**src/rtl/kiu_pkg.sv**
```systemverilog
// ----------------------------------------------------------------------------
// kiu_pkg
// Shared definitions for the KIU external interrupt responder:
//   - kiu_state_e      : responder FSM states (IDLE / PEND / ACK)
//   - KIU_IRQ_VECTOR   : default handler address for a maskable IRQ
//   - KIU_URQ_VECTOR   : default handler address for a non-maskable URQ
//   - KIU_SYNC_STAGES  : default depth of the request synchroniser
// ----------------------------------------------------------------------------
package kiu_pkg;

   typedef enum logic [1:0] {
      IDLE = 2'd0,   // waiting for a request edge from the controller
      PEND = 2'd1,   // interrupt presented to the pipeline
      ACK  = 2'd2    // pipeline took it; toggle the acknowledge once
   } kiu_state_e;

   localparam logic [31:0] KIU_IRQ_VECTOR  = 32'h0000_0008;
   localparam logic [31:0] KIU_URQ_VECTOR  = 32'h0000_0004;
   localparam int          KIU_SYNC_STAGES = 2;

endpackage

```
**src/rtl/kiu_sync_chain.sv**
```systemverilog
// ----------------------------------------------------------------------------
// kiu_sync_chain
// Multi-flop synchroniser that brings a single-bit signal from the IO clock
// domain into the system clock domain. All stages clear on reset.
//
// Parameters:
//   STAGES : number of flip-flops in the chain (at least 2)
// Ports:
//   clk    in   system clock
//   rst    in   asynchronous, active-high reset
//   d      in   asynchronous input bit
//   q      out  synchronised output (last stage of the chain)
// ----------------------------------------------------------------------------
module kiu_sync_chain #(
   parameter int STAGES = 2
) (
   input  logic clk,
   input  logic rst,
   input  logic d,
   output logic q
);

   // Depths below 2 give no metastability protection; clamp to 2.
   localparam int DEPTH = (STAGES < 2) ? 2 : STAGES;

   logic [DEPTH-1:0] chain;

   always_ff @(posedge clk or posedge rst) begin
      if (rst) begin
         chain <= '0;
      end else begin
         chain <= {chain[DEPTH-2:0], d};
      end
   end

   assign q = chain[DEPTH-1];

endmodule

```
**src/rtl/kiu_ext_int_responder.sv**
```systemverilog
// ----------------------------------------------------------------------------
// kiu_ext_int_responder
// KIU-side responder for the external interrupt request/acknowledge
// protocol. A request pulse from the external interrupt controller (IO clock
// domain) is synchronised, edge-detected and turned into a pending IRQ
// (maskable) or URQ (non-maskable) for the core pipeline. When the pipeline
// takes the interrupt, the acknowledge line to the controller toggles once.
//
// Optional build macro:
//   KIU_SPURIOUS_DET_EN : enables the sticky Spurious protocol-violation flag.
//                         Without it Spurious is tied 0.
//
// Parameters:
//   SYNC_STAGES  : request synchroniser depth (minimum 2)
//   IRQ_VECTOR   : handler address for an IRQ (EIC_IntId = 0)
//   URQ_VECTOR   : handler address for a URQ (EIC_IntId = 1)
//
// Ports:
//   Clock             in   system clock
//   Reset             in   asynchronous, active-high reset
//   EIC_IntReq        in   request pulse from the controller (IO domain)
//   EIC_IntId         in   0 = IRQ, 1 = URQ; stable around the request
//   EIC_IntAck        out  toggle acknowledge back to the controller
//   Core_IntEnable    in   core interrupt enable; masks IRQ only
//   Core_IntReq       out  interrupt pending to the pipeline
//   Core_IntIsUrgent  out  pending interrupt is a URQ
//   Core_IntVector    out  handler address of the pending interrupt
//   Core_IntAck       in   one-cycle pulse: pipeline took the interrupt
//   Spurious          out  sticky protocol-violation flag
// ----------------------------------------------------------------------------
module kiu_ext_int_responder
   import kiu_pkg::*;
#(
   parameter int          SYNC_STAGES = KIU_SYNC_STAGES,
   parameter logic [31:0] IRQ_VECTOR  = KIU_IRQ_VECTOR,
   parameter logic [31:0] URQ_VECTOR  = KIU_URQ_VECTOR
) (
   input  logic        Clock,
   input  logic        Reset,
   input  logic        EIC_IntReq,
   input  logic        EIC_IntId,
   output logic        EIC_IntAck,
   input  logic        Core_IntEnable,
   output logic        Core_IntReq,
   output logic        Core_IntIsUrgent,
   output logic [31:0] Core_IntVector,
   input  logic        Core_IntAck,
   output logic        Spurious
);

   kiu_state_e  state;
   kiu_state_e  state_next;

   logic        req_sync;
   logic        req_sync_last;
   logic        req_rise;
   logic        is_urgent;
   logic        ack_level;

   logic        core_req;
   logic        core_urgent;
   logic [31:0] core_vector;

   // ------------------------------------------------------------------------
   // Request synchroniser and rising-edge detector
   // ------------------------------------------------------------------------
   kiu_sync_chain #(
      .STAGES (SYNC_STAGES)
   ) u_req_sync (
      .clk (Clock),
      .rst (Reset),
      .d   (EIC_IntReq),
      .q   (req_sync)
   );

   always_ff @(posedge Clock or posedge Reset) begin
      if (Reset) begin
         req_sync_last <= 1'b0;
      end else begin
         req_sync_last <= req_sync;
      end
   end

   // A controller pulse may span several system clocks; only its leading
   // edge counts as a request.
   assign req_rise = req_sync & ~req_sync_last;

   // ------------------------------------------------------------------------
   // FSM state register plus the latched interrupt type
   // ------------------------------------------------------------------------
   always_ff @(posedge Clock or posedge Reset) begin
      if (Reset) begin
         state     <= IDLE;
         is_urgent <= 1'b0;
      end else begin
         state <= state_next;
         // EIC_IntId is held stable by the controller across the whole
         // request, so sampling it on the qualifying edge is safe.
         if (state == IDLE && req_rise) begin
            is_urgent <= EIC_IntId;
         end
      end
   end

   // ------------------------------------------------------------------------
   // FSM next state and pipeline-facing outputs
   // ------------------------------------------------------------------------
   always_comb begin
      state_next  = state;
      core_req    = 1'b0;
      core_urgent = 1'b0;
      core_vector = IRQ_VECTOR;

      case (state)
         IDLE: begin
            // Request edges are only accepted here; elsewhere they drop.
            if (req_rise) begin
               state_next = PEND;
            end
         end

         PEND: begin
            // A URQ ignores the enable; an IRQ follows it combinationally,
            // so dropping the enable withdraws the request in the same cycle
            // while the interrupt itself stays pending.
            core_req    = is_urgent | Core_IntEnable;
            core_urgent = is_urgent;
            core_vector = is_urgent ? URQ_VECTOR : IRQ_VECTOR;
            if (Core_IntAck && core_req) begin
               state_next = ACK;
            end
         end

         ACK: begin
            state_next = IDLE;
         end

         default: begin
            state_next = IDLE;
         end
      endcase
   end

   assign Core_IntReq      = core_req;
   assign Core_IntIsUrgent = core_urgent;
   assign Core_IntVector   = core_vector;

   // ------------------------------------------------------------------------
   // Toggle acknowledge: one flip per pass through ACK
   // ------------------------------------------------------------------------
   always_ff @(posedge Clock or posedge Reset) begin
      if (Reset) begin
         ack_level <= 1'b0;
      end else if (state == ACK) begin
         ack_level <= ~ack_level;
      end
   end

   assign EIC_IntAck = ack_level;

   // ------------------------------------------------------------------------
   // Protocol-violation detection
   // ------------------------------------------------------------------------
`ifdef KIU_SPURIOUS_DET_EN
   logic spurious_flag;

   // Sticky until reset: a second request before the first was acknowledged,
   // or a pipeline acknowledge with nothing pending.
   always_ff @(posedge Clock or posedge Reset) begin
      if (Reset) begin
         spurious_flag <= 1'b0;
      end else if ((req_rise && state != IDLE) ||
                   (Core_IntAck && state != PEND)) begin
         spurious_flag <= 1'b1;
      end
   end

   assign Spurious = spurious_flag;
`else
   assign Spurious = 1'b0;
`endif

endmodule

```
**config.mk**
```make
export PLATFORM = sky130hd
export DESIGN_NAME = kiu_ext_int_responder
export DESIGN_NICKNAME = d
export VERILOG_FILES = /design/src/rtl/kiu_pkg.sv /design/src/rtl/kiu_sync_chain.sv /design/src/rtl/kiu_ext_int_responder.sv
export SDC_FILE = /design/constraint.sdc
export NUM_CORES = 1
export LEC_CHECK = 0
export ABC_CLOCK_PERIOD_IN_PS = 1500
export BUFFER_PORTS_ARGS = -buffer_cell sky130_fd_sc_hd__buf_4
export CAP_MARGIN = 30
export CELL_PAD_IN_SITES_DETAIL_PLACEMENT = 1
export CELL_PAD_IN_SITES_GLOBAL_PLACEMENT = 1
export CORE_MARGIN = 4
export CORE_UTILIZATION = 25
export DETAILED_ROUTE_END_ITERATION = 8
export GPL_TIMING_DRIVEN = 0
export PLACE_DENSITY = 0.76
export SYNTH_ARGS = -nofsm -noshare
export SYNTH_HDL_FRONTEND = slang
export SYNTH_SLANG_ARGS = --single-unit
export TNS_END_PERCENT = 30
```
**constraint.sdc**
```tcl
create_clock -name Clock -period 1.5 [get_ports Clock]
set_clock_uncertainty 0.2 [all_clocks]
set_input_delay 0.3 -clock Clock [delete_from_list [all_inputs] [get_ports Clock]]
set_output_delay 0.3 -clock Clock [all_outputs]
set_load 0.02 [all_outputs]
```
======== Yosys cells after proc, flatten, opt, wreduce, memory -nomap -nowiden ========
Cells that the tools add are included.
cells by class
  reduce and logical (&&, ||, !) cells .... 4
  divide/modulo/power cells ............... 0
  shift-type cells ........................ 0
  eq/ne operators ......................... 4
  multiplexer cells ....................... 7
  $mul .................................... 0
  $lt $le $gt $ge ......................... 0
  add/sub/neg operators ................... 0
  bitwise gates (word level) .............. 4
operators by type and width
  operator                                             number
  two-way mux 4 bit                                    2
  two-way mux 2 bit                                    2
  != test 2 bit, second input constant                 2
  case mux 2 bit (2 select lines)                      1
  equality test 2 x 1 -> 1 bit, second input constant  1
  equality test 2 bit, second input constant           1
  logical AND 1 bit                                    2
  zero test 2 bit                                      1
  two-way mux 1 bit                                    2
  inverter 1 bit                                       2
  AND reduction 2 bit                                  1
  AND 1 bit                                            1
  bitwise OR 1 bit                                     1
storage, ports and cells
  memories kept ........................... 0
  latch bits .............................. 0
  input bits .............................. 6
  RAM bits ................................ 0
  bits in read-only memories .............. 0
  register bits after elaboration ......... 7
  word-level logic and storage cells ...... 24

======== Longest topological paths before layout ========
  depth in word-level cells ............... 4
  depth in mapped cells ................... 3

======== Modules after synthesis ========
A second synthesis with hierarchy kept.
unflattened totals
  cell total of the unflattened synthesis .. 55
  area, all modules ....................... 526.8 um^2
modules (own cells, without submodules)
  module                 cells each  area an instance (um^2)  times used
  kiu_ext_int_responder  52          473.0                    1
  kiu_sync_chain         3           53.8                     1

======== Worst setup path after synthesis ========
No wires, ideal clock.
  path type ............................... register -> output
  start ................................... register state[1]
  end ..................................... output port Core_IntVector[2]
  path slack .............................. -0.115 ns
  buffers on the path ..................... 1
  cell stages (with the launch flop) ...... 4
  required time ........................... 1.000 ns
  arrival time ............................ 1.115 ns
  cell sequence ........................... dfrtp_1 > nand3b_1 > inv_1 > buf_4
between the ends
  longest elaborated chain between the ends .. 2
RTL lines
  element                       line                          text
  from (decl)                   kiu_ext_int_responder.sv:51   kiu_state_e state;
  from (signal assigned)        kiu_ext_int_responder.sv:96   state <= state_next;
  equality test 2 x 1 -> 1 bit  kiu_ext_int_responder.sv:114  case (state)
  two-way mux 4 bit             kiu_ext_int_responder.sv:114
  to (decl)                     kiu_ext_int_responder.sv:46   output logic [31:0] Core_IntVector,
Every way passes these cells.

======== Worst setup path after layout ========
Same ends and word-level chain as after synthesis.

==> impl_summary.md <==
Yosys
The mean instance size in the synthesized netlist is just under 10 µm². In this run the cell area of the synthesized design comes to 523 µm². The leading area contributor after synthesis is sky130_fd_sc_hd__buf_4. The most repeated cell in the gate-level netlist after synthesis is sky130_fd_sc_hd__buf_4. Counting distinct cell types in the post-synthesis netlist gives 15. The share of synthesized area in the top cell type comes to 0.459.

Ranked by total cell area, the synthesized netlist is headed by sky130_fd_sc_hd__buf_4, sky130_fd_sc_hd__dfrtp_1, sky130_fd_sc_hd__nor4b_2. The number of flops mapped to enable cells by yosys is 0. The sequential fraction of the synthesis area is 0.335. The fraction of registers with async set/reset is 1.00. The synthesized instance count is 54. Yosys printed 0 warnings. In this run, synthesis produced a sequential element count of 7.

Ranked by instance count, the synthesized netlist is headed by sky130_fd_sc_hd__buf_4, sky130_fd_sc_hd__dfrtp_1, sky130_fd_sc_hd__inv_1. The most used flip-flop cell after synthesis is sky130_fd_sc_hd__dfrtp_1.

Placed design
The final estimated routing congestion in global placement is 0.664. The count of port buffers added during placement is 10. The detailed-placement wirelength estimate is 984 µm.

Clocking
TritonCTS built the clock tree. The clock latency on the worst-skew pair is 0.26 ns. The number of CTS-inserted buffers is 3.

The H-tree depth reported by CTS is 1. The root buffer cell chosen for the clock tree is sky130_fd_sc_hd__clkbuf_4. The sink count of the clock tree is 7. After clock tree synthesis, the clock-pin slew on the worst setup and hold paths is 0.06 ns. The longest clock path from root to sink contains 2 buffers.

Detailed routing
Wires add up to 1.18 mm. The detail-routed via count per cell is ~3.2. The count of vias placed by the detailed router is 420. The average detailed-routed wire length per instance is 9.02 µm.

The pre-antenna-repair detailed-routing pass consisted of 2 iterations. The post-route antenna net violation count is 0. For this run, design rule violations remaining after detail routing come to 0. The first routing iteration left 3 violations.

Setup path
The largest fanout of any net on the critical path is 3. In this design, the largest share of critical-path delay is due to flip-flops. The kind of end point of the critical path is an output pin. Counting cells, the worst reg-to-reg path comes to 3.

The count of buffer and inverter cells on the critical path is 3. The worst register-to-register path begins at state[0]$_DFFE_PP0P_. The biggest cell delay along the critical path is 0.39 ns. For the worst setup path, the data required time is 1.00 ns.

Data on the critical path arrives at its endpoint at approximately 1.1 ns. The worst setup path is launched from a flip-flop. The worst-case register-to-register setup slack is -0.06 ns.

The cell with the biggest individual delay on the critical path is sky130_fd_sc_hd__dfrtp_1. The critical path goes through nand3b_1 > inv_2 > buf_6 > buf_6. The critical setup path kind is flip-flop to output pin. The endpoint identified for the worst register-to-register timing path is is_urgent$_DFFE_PP0P_. The most numerous cell type found on the critical path is sky130_fd_sc_hd__buf_6.

Timing
The count of pins over their slew limit was 0. The hold violation total from the final report was 0. The post-route fraction of the period consumed by the critical path is 1.08.

Setup repair after global routing could not meet its margin everywhere. The shortest clock period the worst path allows after layout is 1.63 ns. Derived from the worst setup path, the maximum achievable clock frequency is just over 600 MHz.

The smallest setup slack after layout is -0.127 ns. The worst hold-check slack is 0.0827 ns. Setup violations remaining at the end of the flow were counted as 5.

Global route
The largest net degree at the start of global routing is 8. The remaining global-route overflow is 0. The via count of the first global-routing pass came to 430. The number of antenna violations at the first check in global routing is 0. The first-pass GRT wire length is ~1.8 mm. For this run, the total global-route usage over all layers was measured as 0.0915.

Pwr
The total chip power is around 0.0010 W. The proportion of power drawn by flip-flops and latches is 0.280. The share of total power dissipated in the clock network is 0.171. The internal portion of total power is 0.000628 W. In this run the power spent charging and discharging nets is 0.000418 W.

The leakage power figure is 0.507 nW. Of the total power, the share spent switching nets is 0.400. For this design the ratio of total power to cell area is ~1200 nW/µm². IR analysis of the VDD net gives a maximum drop of 0.772 mV. The proportion of power drawn by combinational gates is 0.549.

Hold path
The worst hold path stage count is 2. The path type of the worst min-delay path is input pin to flip-flop. The launch point of the worst hold path is EIC_IntId.

The path with the worst hold slack has its endpoint at is_urgent$_DFFE_PP0P_.

Floorplan
The number of top-level pins is 42. The floorplan has 16 rows. The die covers between 2000 and 3000 µm². Measured along the x axis, the die boundary spans 53.7 µm. From bottom edge to top edge, the die measures 53.7 µm. The floorplan step defined a core boundary enclosing 1980 µm². The initial utilization of the core area, before any placement, comes to 0.264.

Run status
The run finished, with violations left. The checks that failed: negative setup slack.

Cells and area
The layout-stage area growth over the synthesis result is 61.0%. The total number of nets in the final design is 111. In the final layout, the share of cells above drive strength 1 is 0.529.

The antenna diode count is 0. The share of the core filled with cells in the final layout is 0.425. The filler cell count is 257.

Job
Max-cap violations in this run came to 0.
-- cells by family (layout without fill, tap and decap cells) --
logic type / after synthesis / count (layout) / share of synthesized area
buffers and inverters: 35 / 55 / 0.481
flip-flops: 7 / 7 / 0.335
AND/OR/NAND/NOR: 7 / 7 / 0.105
XOR/XNOR: 1 / 1 / 0.0167
AO/OA/AOI/OAI: 2 / 2 / 0.0335
other: 1 / 31 / 0.00717
multiplexers: 1 / 1 / 0.0215
-- metrics by stage --
stage	TNS (ns)	area (µm²)	setup WS (ns)	instances
4_1_cts	-0.416	842	-0.144	131
3_3_place_gp	0	748	0.0847	121
3_5_place_dp	0	748	0.0618	121
6_report	-0.373	842	-0.127	131
2_1_floorplan	-0.0421	639	-0.0421	84
5_1_grt	-0.655	842	-0.194	131
-- layer usage --
metal | GRT usage | vias to the layer above | routed length [µm]
met5 | 0 | - | 0
met4 | 0.0255 | 0 | 0
met3 | 0.0609 | 0 | 126
met2 | 0.171 | 24 | 695
met1 | 0.0771 | 189 | 361
li1 | - | 207 | -
-- power groups by stage --
stage	sequential, W	clock, W	combinational, W
after floorplan	0.000306	0	0.000326
after global placement	0.000301	0	0.000462
after detailed placement	0.000307	0	0.000468
after CTS	0.000294	0.000184	0.000569
after global routing	0.000302	0.000203	0.000618
final	0.000294	0.000179	0.000574
-- state kept, by name, indices dropped and copies added (netlist names) --
name,cells
state,2
EIC_IntAck,1
req_sync_last,1
is_urgent,1
u_req_sync.chain,2
-- layout make-up --
| cell class | count | area (µm²) | share of cell area |
|---|---|---|---|
| clock buffers | 4 | 26.3 | 0.0312 |
| plain buffers | 32 | 244 | 0.290 |
| inverters | 3 | 11.3 | 0.0134 |
| multi-input cells | 42 | 223 | 0.264 |
| flip-flops and latches | 7 | 175 | 0.208 |
| repair buffers | 16 | 129 | 0.153 |
| well taps | 27 | 33.8 | 0.0401 |
-- cells in the final DEF (no fill, tap or decap), types with 2 or more instances in the layout --
cell type,instances
sky130_fd_sc_hd__clkbuf_4,3
sky130_fd_sc_hd__dfrtp_1,7
sky130_fd_sc_hd__inv_2,2
sky130_fd_sc_hd__buf_6,2
sky130_fd_sc_hd__dlygate4sd3_1,2
sky130_fd_sc_hd__conb_1,31
sky130_fd_sc_hd__buf_4,44
-- worst register-to-register path: cells and delay by family, from the launching register on --
| kind | cells | cell delay, ns |
|---|---|---|
| buf+inv | 1 | 0.17 |
| flops | 1 | 0.42 |
| mux | 1 | 0.36 |
| simple gates | 1 | 0.29 |
-- worst max-delay path by stage --
stage / slack (ns) / end / depth (start not counted) / startpoint
after detailed placement: 0.06 / is_urgent$_DFFE_PP0P_ / 2 / state[0]$_DFFE_PP0P_
after global routing: -0.19 / Core_IntVector[2] / 4 / state[1]$_DFFE_PP0P_
after global placement: 0.08 / Core_IntVector[2] / 4 / state[1]$_DFFE_PP0P_
final: -0.13 / Core_IntVector[2] / 4 / state[1]$_DFFE_PP0P_
after floorplan: -0.04 / Core_IntVector[2] / 3 / state[1]$_DFFE_PP0P_
after CTS: -0.14 / Core_IntVector[2] / 4 / state[1]$_DFFE_PP0P_
-- what timing repair did --
action / 4_1_cts / 5_1_grt
pin swaps: 1 / 0
endpoints found under the setup margin: 4 / 5
hold buffers: 2 / 0
hold endpoints to repair: 8 / 0
buffers inserted: 4 / 0
gates resized for setup: 4 / 0
Power figures use the tool's default switching activity.
